$ cat config.mk
export PLATFORM = sky130hd
export DESIGN_NAME = addressing_tiles
export DESIGN_NICKNAME = d
export VERILOG_FILES = /design/src/rtl/addressing_tiles.sv
export SDC_FILE = /design/constraint.sdc
export NUM_CORES = 1
export LEC_CHECK = 0
export CORE_MARGIN = 1
export CORE_UTILIZATION = 33
export DETAILED_ROUTE_END_ITERATION = 10
export DONT_BUFFER_PORTS = 1
export GPL_ROUTABILITY_DRIVEN = 1
export MAX_ROUTING_LAYER = met4
export PLACE_DENSITY = 0.57
export SLEW_MARGIN = 5
export SYNTH_ARGS = -nofsm -noshare
export SYNTH_HDL_FRONTEND = slang
export SYNTH_SLANG_ARGS = --single-unit
$ cat constraint.sdc
create_clock -name clk_in -period 3 [get_ports clk_in]
set_clock_uncertainty 0.15 [all_clocks]
set_input_delay 0.45 -clock clk_in [delete_from_list [all_inputs] [get_ports clk_in]]
set_output_delay 0.45 -clock clk_in [all_outputs]
set_load 0.02 [all_outputs]
$ cat src/rtl/addressing_tiles.sv
// Per-tile read address generator for NUM_TILES side-by-side tiles sharing one vertical band.
// Scan modes are shadowed at frame start; all outputs are registered one cycle after the counters.
module addressing_tiles #(
    parameter int NUM_TILES = 4,
    parameter int TILE_W    = 240,
    parameter int TILE_H    = 320,
    parameter int X0        = 8,
    parameter int Y0        = 200,
    parameter int PITCH     = 256,
    parameter int ADDR_W    = 17
) (
    input  logic                                           clk_in,
    input  logic                                           rst_in,
    input  logic [10:0]                                    hcount_in,
    input  logic [9:0]                                     vcount_in,
    input  logic [2*NUM_TILES-1:0]                         mode_in,
    output logic [ADDR_W*NUM_TILES-1:0]                    addr_out,
    output logic [NUM_TILES-1:0]                           valid_out,
    output logic [(NUM_TILES > 1 ? $clog2(NUM_TILES) : 1)-1:0] tile_idx_out,
    output logic                                           frame_start_out
);

    localparam int    IDX_W = (NUM_TILES > 1) ? $clog2(NUM_TILES) : 1;
    localparam longint AREA = longint'(TILE_W) * longint'(TILE_H);

    localparam logic [ADDR_W-1:0] TW   = ADDR_W'(TILE_W);
    localparam logic [ADDR_W-1:0] TWM1 = ADDR_W'(TILE_W - 1);
    localparam logic [ADDR_W-1:0] THM1 = ADDR_W'(TILE_H - 1);
    localparam logic [ADDR_W-1:0] LAST = ADDR_W'(AREA - 1);

    if (NUM_TILES < 1 || NUM_TILES > 8) begin : g_bad_num_tiles
        $error("addressing_tiles: NUM_TILES must be 1..8");
    end
    if (PITCH < TILE_W) begin : g_bad_pitch
        $error("addressing_tiles: PITCH must be >= TILE_W");
    end
    if ((longint'(1) << ADDR_W) < AREA) begin : g_bad_addr_w
        $error("addressing_tiles: ADDR_W too small for TILE_W*TILE_H");
    end

    logic [2*NUM_TILES-1:0] mode_q;
    logic [NUM_TILES-1:0]   hit;
    logic [IDX_W-1:0]       hit_idx;
    logic                   frame_start;
    logic                   in_v;
    logic [ADDR_W-1:0]      row;

    assign frame_start = (hcount_in == 11'd0) && (vcount_in == 10'd0);
    assign in_v = (32'(vcount_in) >= Y0) && (32'(vcount_in) < Y0 + TILE_H);
    assign row  = ADDR_W'(32'(vcount_in) - Y0);

    for (genvar k = 0; k < NUM_TILES; k++) begin : g_tile
        localparam int ORG = X0 + k * PITCH;

        logic              in_h;
        logic [ADDR_W-1:0] col;
        logic [ADDR_W-1:0] addr_nxt;
        logic [ADDR_W-1:0] addr_q;

        assign in_h   = (32'(hcount_in) >= ORG) && (32'(hcount_in) < ORG + TILE_W);
        assign hit[k] = in_h && in_v;
        assign col    = ADDR_W'(32'(hcount_in) - ORG);

        always_comb begin
            addr_nxt = row * TW + col;
            case (mode_q[2*k +: 2])
                2'b01:   addr_nxt = LAST - (row * TW + col);
                2'b10:   addr_nxt = row * TW + (TWM1 - col);
                2'b11:   addr_nxt = (THM1 - row) * TW + col;
                default: addr_nxt = row * TW + col;
            endcase
        end

        // Slice only moves while its own tile is addressed; otherwise it holds.
        always_ff @(posedge clk_in or posedge rst_in) begin
            if (rst_in) begin
                addr_q <= '0;
            end else if (hit[k]) begin
                addr_q <= addr_nxt;
            end
        end

        assign addr_out[k*ADDR_W +: ADDR_W] = addr_q;
    end

    // Windows never overlap, so at most one hit bit is set.
    always_comb begin
        hit_idx = '0;
        for (int k = 0; k < NUM_TILES; k++) begin
            if (hit[k]) begin
                hit_idx = IDX_W'(k);
            end
        end
    end

    always_ff @(posedge clk_in or posedge rst_in) begin
        if (rst_in) begin
            mode_q          <= '0;
            valid_out       <= '0;
            tile_idx_out    <= '0;
            frame_start_out <= 1'b0;
        end else begin
            valid_out       <= hit;
            frame_start_out <= frame_start;
            if (frame_start) begin
                mode_q <= mode_in;
            end
            if (|hit) begin
                tile_idx_out <= hit_idx;
            end
        end
    end

endmodule

* Yosys cells after proc, flatten, opt, wreduce, memory -nomap -nowiden
Index checks and enable logic that the tools add are counted.
** Storage, ports and cells
- Bits in registers :: 83
- Bits of input ports :: 31
- Output and inout bits :: 75
- Word-level logic and storage cells :: 78
** Operators by class
- $add $sub $neg :: 26
- $mul :: 2
- Order comparisons :: 10
- Eq/ne operators :: 12
- Muxes and demuxes :: 7
- Reductions and logical operators :: 13
** Operators by type and width (number)
- $add A17 B17 Y17 :: 12
- $pmux W17 S3 :: 4
- $sub A17 B17 Y17 const A :: 4
- $sub A9 B12 Y13 const A :: 4
- $mul A17 B4 Y13 const B :: 2
- $sub A11 B10 Y12 const B :: 2
- $ge A11 B10 Y1 const B :: 2
- $lt A11 B10 Y1 const B :: 2
- $eq A2 B2 Y1 const B :: 8
- $sub A10 B11 Y12 const A :: 1
- $sub A11 B4 Y12 const B :: 1
- $sub A11 B9 Y12 const B :: 1
- $ge A11 B4 Y1 const B :: 1
- $ge A11 B9 Y1 const B :: 1
- $logic_not A11 Y1 :: 1
- $lt A11 B8 Y1 const B :: 1
- $lt A11 B9 Y1 const B :: 1
- $sub A10 B8 Y11 const B :: 1
- $ge A10 B8 Y1 const B :: 1
- $logic_and A1 B1 Y1 :: 10
- $logic_not A10 Y1 :: 1
- $lt A10 B10 Y1 const B :: 1
- $eq A2 B1 Y1 const B :: 4
- $mux W2 :: 2
- other kinds (2) :: 2

* Depth between registers and ports, before layout
Gate-level depths: netlist of the first run.
- Word-level depth :: 6
- Gate-level depth with buffers :: 30
- Mapped depth without buffers :: 28

* Least setup slack after synthesis of the first run
Ideal clock, no wire load.
- Path type :: input-to-reg
- Start point :: input port vcount_in[4]
- End point :: register g_tile[0].addr_q[16]
- Setup time :: 0.125 ns
- Arrival time :: 6.282 ns
- Required time :: 2.725 ns
- Setup slack :: -3.557 ns
- Cell stages on the path :: 30
- Buffers on the path :: 3
- Cells stage by stage :: buf_2 > inv_1 > ha_1 > nor2b_1 > or3_1 > and2_1 > clkbuf_1 > xnor2_1 > inv_1 > ha_1 > inv_1 > fa_1 > inv_1 > ha_1 > nor3_1 > nand3_1 > nand3_1 > nand2_1 > inv_1 > buf_1 > ha_1 > nor4_1 > a21oi_1 > o311a_1 > o311ai_0 > a2111oi_1 > xnor2_1 > nor2_1 > a311oi_1 > o21ai_1
** Between the ends
- Cells in the longest elaborated chain, start to end :: 5
- Elaborated cells on any way between the ends :: 13
- Classes of those cells :: add/sub: 6; mul: 2; order compare: 2; mux: 1; reduce/logical: 2
** RTL lines
- from (decl) :: RTL line 15 : input logic [9:0] vcount_in,
- $sub A10 B8 Y11 :: RTL line 50 : assign row = ADDR_W'(32'(vcount_in) - Y0);
- $mul A17 B4 Y13 / $sub A10 B11 Y12 (equally long branches)
- $add A17 B17 Y17 / $mul A17 B4 Y13 (equally long branches) :: RTL line 67, 70, 69
- $sub A17 B17 Y17 / $add A17 B17 Y17 (equally long branches) :: RTL line 67, 69
- $pmux W17 S3 :: RTL line 66 : case (mode_q[2*k +: 2])
- to (signal assigned) :: RTL line 79 : addr_q <= addr_nxt;
- to (decl) :: RTL line 58 : logic [ADDR_W-1:0] addr_q;
Several ways; a longest one is shown, not always the timed one.
A chain may end at the register's enable or synchronous reset.

* Worst setup path in the final report of the first run
- Start point :: input port vcount_in[0]
- End point :: register g_tile[2].addr_q[16]
** Between the ends
- Cells in the longest elaborated chain, start to end :: 5
- Elaborated cells on any way between the ends :: 13
- Classes of those cells :: add/sub: 6; mul: 2; order compare: 2; mux: 1; reduce/logical: 2
** RTL lines (RTL line)
- $sub A10 B8 Y11 :: 50
- $mul A17 B4 Y13 / $sub A10 B11 Y12 (equally long branches)
- $add A17 B17 Y17 / $mul A17 B4 Y13 (equally long branches) :: 67, 70, 69
- $sub A17 B17 Y17 / $add A17 B17 Y17 (equally long branches) :: 67, 69
- $pmux W17 S3 :: 66
- to (signal assigned) :: 79
- to (decl) :: 58
Several ways; a longest one is shown, not always the timed one.

==> metrics.csv, run 1 <==
metric,value,unit
start_util,33.4,%
drt_iter0_drc,701,
synth_edf_count,0,
drtAntennaViolNets,0,
dp_hpwl,38900,um
grt_max_degree,45,
synth_warnings,0,
cts_sinks,83,
path_class,in2reg,
fillCellCount,3304,
seqCellArea,2080,sq um
max_slew_margin,45.8,%
timing.fmax,0.192,GHz
routed_wl,49200,um
ys_seq_elements,83,
violations,setup timing,
ys_types,92,
final_cells,2594,
utilization,56.1,%
status,"complete, but fails checks",
htree_levels,3,
drc_errors,0,
vias_per_cell,5.24,
grt_usage,26.1,%
die-area,38800,sq um
antennaDiodeCount,0,
async_flop_share,100,%
hold_path.class,in2reg,
syn_to_final_growth,67.9,%
synth_nets,1759,
overflow,0,
finalMaxSlewViolations,0,
setup_violations,40,
rows,71,
worstPathMaxFanout,4,
cts_tree,built,
core_area,37500,sq um
multiInputGateArea,12700,sq um
dp.cells,2495,
insertion_delay,380,ps
antenna_found_initial,0,
num_io_pins,106,
finalCriticalPeriod,5200,ps
layout.nets,2271,
synthCells,1566,
wl_per_cell,19.0,um
die_h,197,um
min_period_over_period,173,%
required,3080,ps
postLayoutSetupSlackWorst,-2200,ps
ys.flop_type,dfrtp_1,
end_kind,flip-flop,
final_common_cell,buf_4,
cts_buffers,9,
max_slew.worst_pin.slew,813,ps
drive_gt1_share,48.3,%
root_buffer,clkbuf_16,
yosysSeqAreaShare,16.6,%
netlist_area,12500,sq um
avgSynthCellArea,8.01,sq um
cp.arrival,5290,ps
grt_pass1_wl,75700,um
cp-start-kind,input pin,
grt_pass1_vias,13400,
mostFrequentLayoutCells,"buf_4, nand2_1, nor2_1, xnor2_1, dfrtp_1",
whs,57.4,ps
io_buffers,0,
rsz0062_at_grt,yes,
finalHoldViolCount,0,
clkTransAtPathRegs,60,ps
firstDrtPassIters,5,
vias,13600,
die_w,197,um
gp_congestion,0.977,
cts_buffer_depth,2,
max_cap_viol_count,0,
-- worst paths after layout --
path	from	endpoint	slack [ps]	depth (start not counted)
max	vcount_in[0]	g_tile[2].addr_q[16]	-2200	23
min in group asynchronous	rst_in	g_tile[2].addr_q[16]	450	2
min	mode_in[4]	mode_q[4]	60	2
max in group asynchronous	rst_in	g_tile[1].addr_q[9]	1630	3
min reg2reg	g_tile[2].addr_q[6]	g_tile[2].addr_q[6]	460	2
max reg2reg	mode_q[0]	g_tile[0].addr_q[16]	1000	6
-- final cells by class --
class                      count  share of cell area [%]
multi-input combinational   1312                    60.4
timing repair buffer         566                    23.1
sequential                    83                    9.87
tap                          511                    3.04
inverter                     106                    2.03
clock buffer                  10                    1.14
clock inverter                 6                   0.416
-- registers in the layout (all words and copies together), names as in the netlist --
| signal | count |
|---|---|
| mode_q | 8 |
| g_tile.addr_q | 68 |
| valid_out | 4 |
| frame_start_out | 1 |
| tile_idx_out | 2 |
-- timing repair --
item                       CTS  global route
pin swaps                  175           107
setup endpoints to repair   40            44
buffers inserted            73            30
hold endpoints to repair    39             0
hold buffers                 1             0
gates resized for setup    348           128
-- worst max-delay path: stages --
cell and delay (ps):
clkinvlp_4 70, fa_1 500, inv_2 50, fa_1 560
buf_4 120, inv_2 30, fa_2 360, and2b_1 240
nor2_2 40, nor2_1 130, nor2_2 60, xnor2_2 260
buf_4 180, ha_4 190, or2_4 250, a21oi_4 200
nor2_4 60, a31o_2 240, a2111o_1 470, a222oi_1 350
xnor3_1 280, nand3_1 90, o311ai_1 100
-- per-layer routing --
metal	global-route usage [%]	wire length, um	vias up
met5	-	0	-
met2	44.8	24400	322
li1	-	-	6641
met3	2.70	1660	85
met4	9.53	1870	0
met1	31.6	21300	6551
-- cells by family after synthesis --
| family | Yosys count | share of synthesized area [%] |
|---|---|---|
| multiplexers | 29 | 3.03 |
| AO/OA/AOI/OAI | 456 | 24.3 |
| buffers and inverters | 171 | 5.27 |
| flip-flops | 83 | 16.6 |
| AND/OR/NAND/NOR | 462 | 17.7 |
| XOR/XNOR | 196 | 14.6 |
| adder cells (fa/ha/maj) | 169 | 18.6 |
-- cell usage after synthesis, types with 29 or more instances --
cell type  count  share of area [%]
a21oi_1      110                4.4
inv_1         98                2.9
nand2_1      148                4.4
o21ai_0      116                4.6
nor2_1       110                3.3
xnor2_1      125                8.7
ha_1         131                 13
dfrtp_1       83                 17
fa_1          31                5.0
nand3_1       41                1.6
clkbuf_1      50                1.5
xor2_1        62                4.3
nor3_1        42                1.7
a21o_1        29                1.7
-- stage by stage --
| step | area, sq um | setup slack (ps) | setup TNS, ps |
|---|---|---|---|
| 2_1_floorplan | 13400 | -2730 | -61940 |
| 3_3_place_gp | 17500 | -2740 | -78200 |
| 3_5_place_dp | 17500 | -2860 | -80650 |
| 4_1_cts | 20300 | -2160 | -55040 |
| 5_1_grt | 21000 | -2450 | -64100 |
| 6_report | 21000 | -2200 | -58200 |
Power of run 1 is not shown: default switching activity piles up to over one toggle a cycle in this logic, so the estimate is an artifact.
==> run 2: changes to the inputs <==
--- a/config.mk
+++ b/config.mk
@@ -6,12 +6,12 @@
 export NUM_CORES = 1
 export LEC_CHECK = 0
 export CORE_MARGIN = 1
-export CORE_UTILIZATION = 33
+export CORE_UTILIZATION = 55
 export DETAILED_ROUTE_END_ITERATION = 10
 export DONT_BUFFER_PORTS = 1
 export GPL_ROUTABILITY_DRIVEN = 1
 export MAX_ROUTING_LAYER = met4
-export PLACE_DENSITY = 0.57
+export PLACE_DENSITY = 0.8
 export SLEW_MARGIN = 5
 export SYNTH_ARGS = -nofsm -noshare
 export SYNTH_HDL_FRONTEND = slang
==> metrics.csv, run 2 <==
metric,value,unit
placed_area,17000,sq um
start_util,56.7,%
yosysSeqAreaShare,16.6,%
lastStage,global routing (5_1_grt),
cts_sinks,83,
synth_top_cell_by_area,dfrtp_1,
synth.area.top_cells,"dfrtp_1, ha_1, xnor2_1",
synth_nets,1759,
htree_levels,3,
num_io_pins,106,
synth_edf_count,0,
dp_hpwl,36100,um
cts_buffer_depth,2,
ys.flop_type,dfrtp_1,
run.stop_error,[ERROR GRT-0232] Routing congestion too high. Check the congestion heatmap in the GUI.,
grt_usage,76.0,%
grt-worst-endpoint,g_tile[0].addr_q[16]$_DFFE_PP0P_/D,
endpoint_type,register data pin,
die_w,153,um
synth_most_common_cell,nand2_1,
gp_congestion,0.992,
ys_types,92,
die_h,153,um
root_buffer,clkbuf_16,
synthCells,1566,
netlist_top_cells_count,"nand2_1, ha_1, xnor2_1, o21ai_0",
cts_buffers,9,
io_buffers,0,
synth_top_area_share,16.6,%
avgSynthCellArea,8.01,sq um
status,did not finish,
ys_seq_elements,83,
grt_max_degree,43,
synth_warnings,0,
netlist_area,12500,sq um
rows,54,
overflow,8,
async_flop_share,100,%
[run 2: kinds of logic after synthesis]
logic type | after synthesis | synth area share [%]
compound gates | 456 | 24.3
xor+xnor | 196 | 14.6
fa+ha+maj | 169 | 18.6
buf+inv | 171 | 5.27
flops | 83 | 16.6
mux | 29 | 3.03
simple gates | 462 | 17.7
[run 2: through the flow]
stage	worst slack, ps	util [%]	std cells	TNS, ps	hold slack, ps
after floorplan	-2730	-	1566	-61940	417
after global placement	-2650	76.7	2235	-74360	307
after detailed placement	-2820	76.7	2235	-77540	307
after CTS	-2200	84.5	2284	-55740	58.9
[run 2: what timing repair did]
action                                  CTS
pin swaps                                95
endpoints found under the setup margin   41
resized for setup                       208
endpoints found under the hold margin    41
hold buffers                              1
buffers inserted                         33
[run 2: routing by layer]
| layer | GRT overflow | GRT usage, % |
|---|---|---|
| met1 | 0 | 72.9 |
| met2 | 3 | 92.2 |
| met5 | - | - |
| met3 | 0 | 61.6 |
| met4 | 5 | 73.3 |
==> run 3: changes to the inputs <==
--- a/config.mk
+++ b/config.mk
@@ -6,12 +6,11 @@
 export NUM_CORES = 1
 export LEC_CHECK = 0
 export CORE_MARGIN = 1
-export CORE_UTILIZATION = 55
+export CORE_UTILIZATION = 40
 export DETAILED_ROUTE_END_ITERATION = 10
 export DONT_BUFFER_PORTS = 1
 export GPL_ROUTABILITY_DRIVEN = 1
-export MAX_ROUTING_LAYER = met4
-export PLACE_DENSITY = 0.8
+export PLACE_DENSITY_LB_ADDON = 0.15
 export SLEW_MARGIN = 5
 export SYNTH_ARGS = -nofsm -noshare
 export SYNTH_HDL_FRONTEND = slang
==> metrics.csv, run 3 (same netlist as run 1, synthesis figures left out) <==
metric,value,unit
status,"complete, but fails checks",
violations,"DRC, setup timing",
fillCellCount,2548,
layout.nets,2252,
fin_area,20100,sq um
drtAntennaViolNets,0,
max_cap_viol_count,0,
core_area,30700,sq um
cts_buffers,9,
drt_iter0_drc,877,
startpoint,vcount_in[3],
num_io_pins,106,
cp_num_buf_inv,8,
worstPathMaxFanout,5,
rsz0062_at_grt,yes,
whs_path_depth,2,
pre_cts_slack,-2720,ps
top_regs,"g_tile.addr_q (68), mode_q (8), valid_out (4)",
timing.fmax,0.191,GHz
cts_buffer_depth,2,
path_common_cell,buf_4,
antennaDiodeCount,0,
final_common_cell,buf_4,
io_buffers,0,
top_register,g_tile.addr_q,
largest_register_ffs,68,
gp_congestion,0.963,
drc_errors,32,
end_kind,flip-flop,
syn_to_final_growth,60.0,%
vias,13500,
grt_pass1_vias,13300,
finalHoldViolCount,0,
overflow,0,
final_cells,2460,
placed_area,17400,sq um
hp-start,mode_in[0],
finalMaxSlewViolations,0,
die-area,32100,sq um
grt_usage,29.3,%
mostFrequentLayoutCells,"buf_4, nand2_1, nor2_1, xnor2_1, dfrtp_1",
min_period_over_period,175,%
dp.cells,2392,
max_slew_margin,31.5,%
cts_sinks,83,
reg2reg_from,mode_q[3],
setup_violations,40,
max_slew.worst_pin.slew,1030,ps
wl_per_cell,19.2,um
cp_top_family,adder cells,
start_util,40.8,%
firstDrtPassIters,9,
crit_path_top_delay_cell,fa_1,
root_buffer,clkbuf_16,
cp.depth,26,
required,3070,ps
routed_wl,47300,um
finalCriticalPeriod,5250,ps
antenna_found_initial,0,
clkTransAtPathRegs,60,ps
hold_path.class,in2reg,
rows,64,
die_w,179,um
vias_per_cell,5.50,
dp_hpwl,37200,um
die_h,179,um
whs,62.8,ps
grt_pass1_wl,71500,um
path_class,in2reg,
cts_tree,built,
postLayoutSetupSlackWorst,-2250,ps
cp-start-kind,input pin,
grt_max_degree,46,
slowest_delay,510,ps
insertion_delay,350,ps
cp.arrival,5320,ps
htree_levels,3,
r2r_cells,3,
drive_gt1_share,45.2,%
[run 3: what timing repair did]
item / 4_1_cts / 5_1_grt
hold endpoints to repair: 43 / 0
cloned: 0 / 0
pin swaps: 137 / 85
gates resized for setup: 240 / 112
endpoints found under the setup margin: 42 / 42
hold buffers: 1 / 0
setup buffers: 40 / 20
[run 3: cell type report]
class	instances	area (sq um)	share of cell area [%]
clock buffer	10	229	1.14
clock inverter	6	113	0.561
inverter	106	420	2.10
multi-input combinational	1312	12300	61.3
sequential	83	2080	10.4
tap	396	495	2.47
timing repair buffer	547	4430	22.1
[run 3: worst paths after layout]
| path | slack, ps | endpoint |
|---|---|---|
| max | -2250 | g_tile[2].addr_q[16] |
| min | 60 | mode_q[0] |
| max reg2reg | 790 | g_tile[1].addr_q[11] |
| min reg2reg | 460 | g_tile[0].addr_q[0] |
| max in group asynchronous | 1370 | mode_q[2] |
| min in group asynchronous | 510 | g_tile[2].addr_q[1] |
[run 3: per-stage QoR]
| step | utilization, % | setup TNS [ps] |
|---|---|---|
| 4_1_cts | 63.0 | -54010 |
| 3_5_place_dp | 56.6 | -78530 |
| 6_report | 65.2 | -58620 |
| 3_3_place_gp | 56.6 | -77090 |
| 5_1_grt | 65.2 | -65070 |
| 2_1_floorplan | - | -61940 |
[run 3: worst register-to-register path, delay by kind of cell, from the launching register on]
| kind | cells | cell delay [ps] |
|---|---|---|
| DFF | 1 | 1020 |
| muxes | 1 | 510 |
| buffers and inverters | 1 | 340 |
| AOI/OAI and AO/OA | 1 | 130 |
[run 3: routing by layer]
metal  GRT usage (%)  vias up  routed length, um
met3            4.64       89               2750
met1            36.6     6462              20200
met5               0        -                  0
met2            50.5      364              22500
met4            10.5        0               1820
li1                -     6615                  -
Power of run 3 is left out for the same reason.
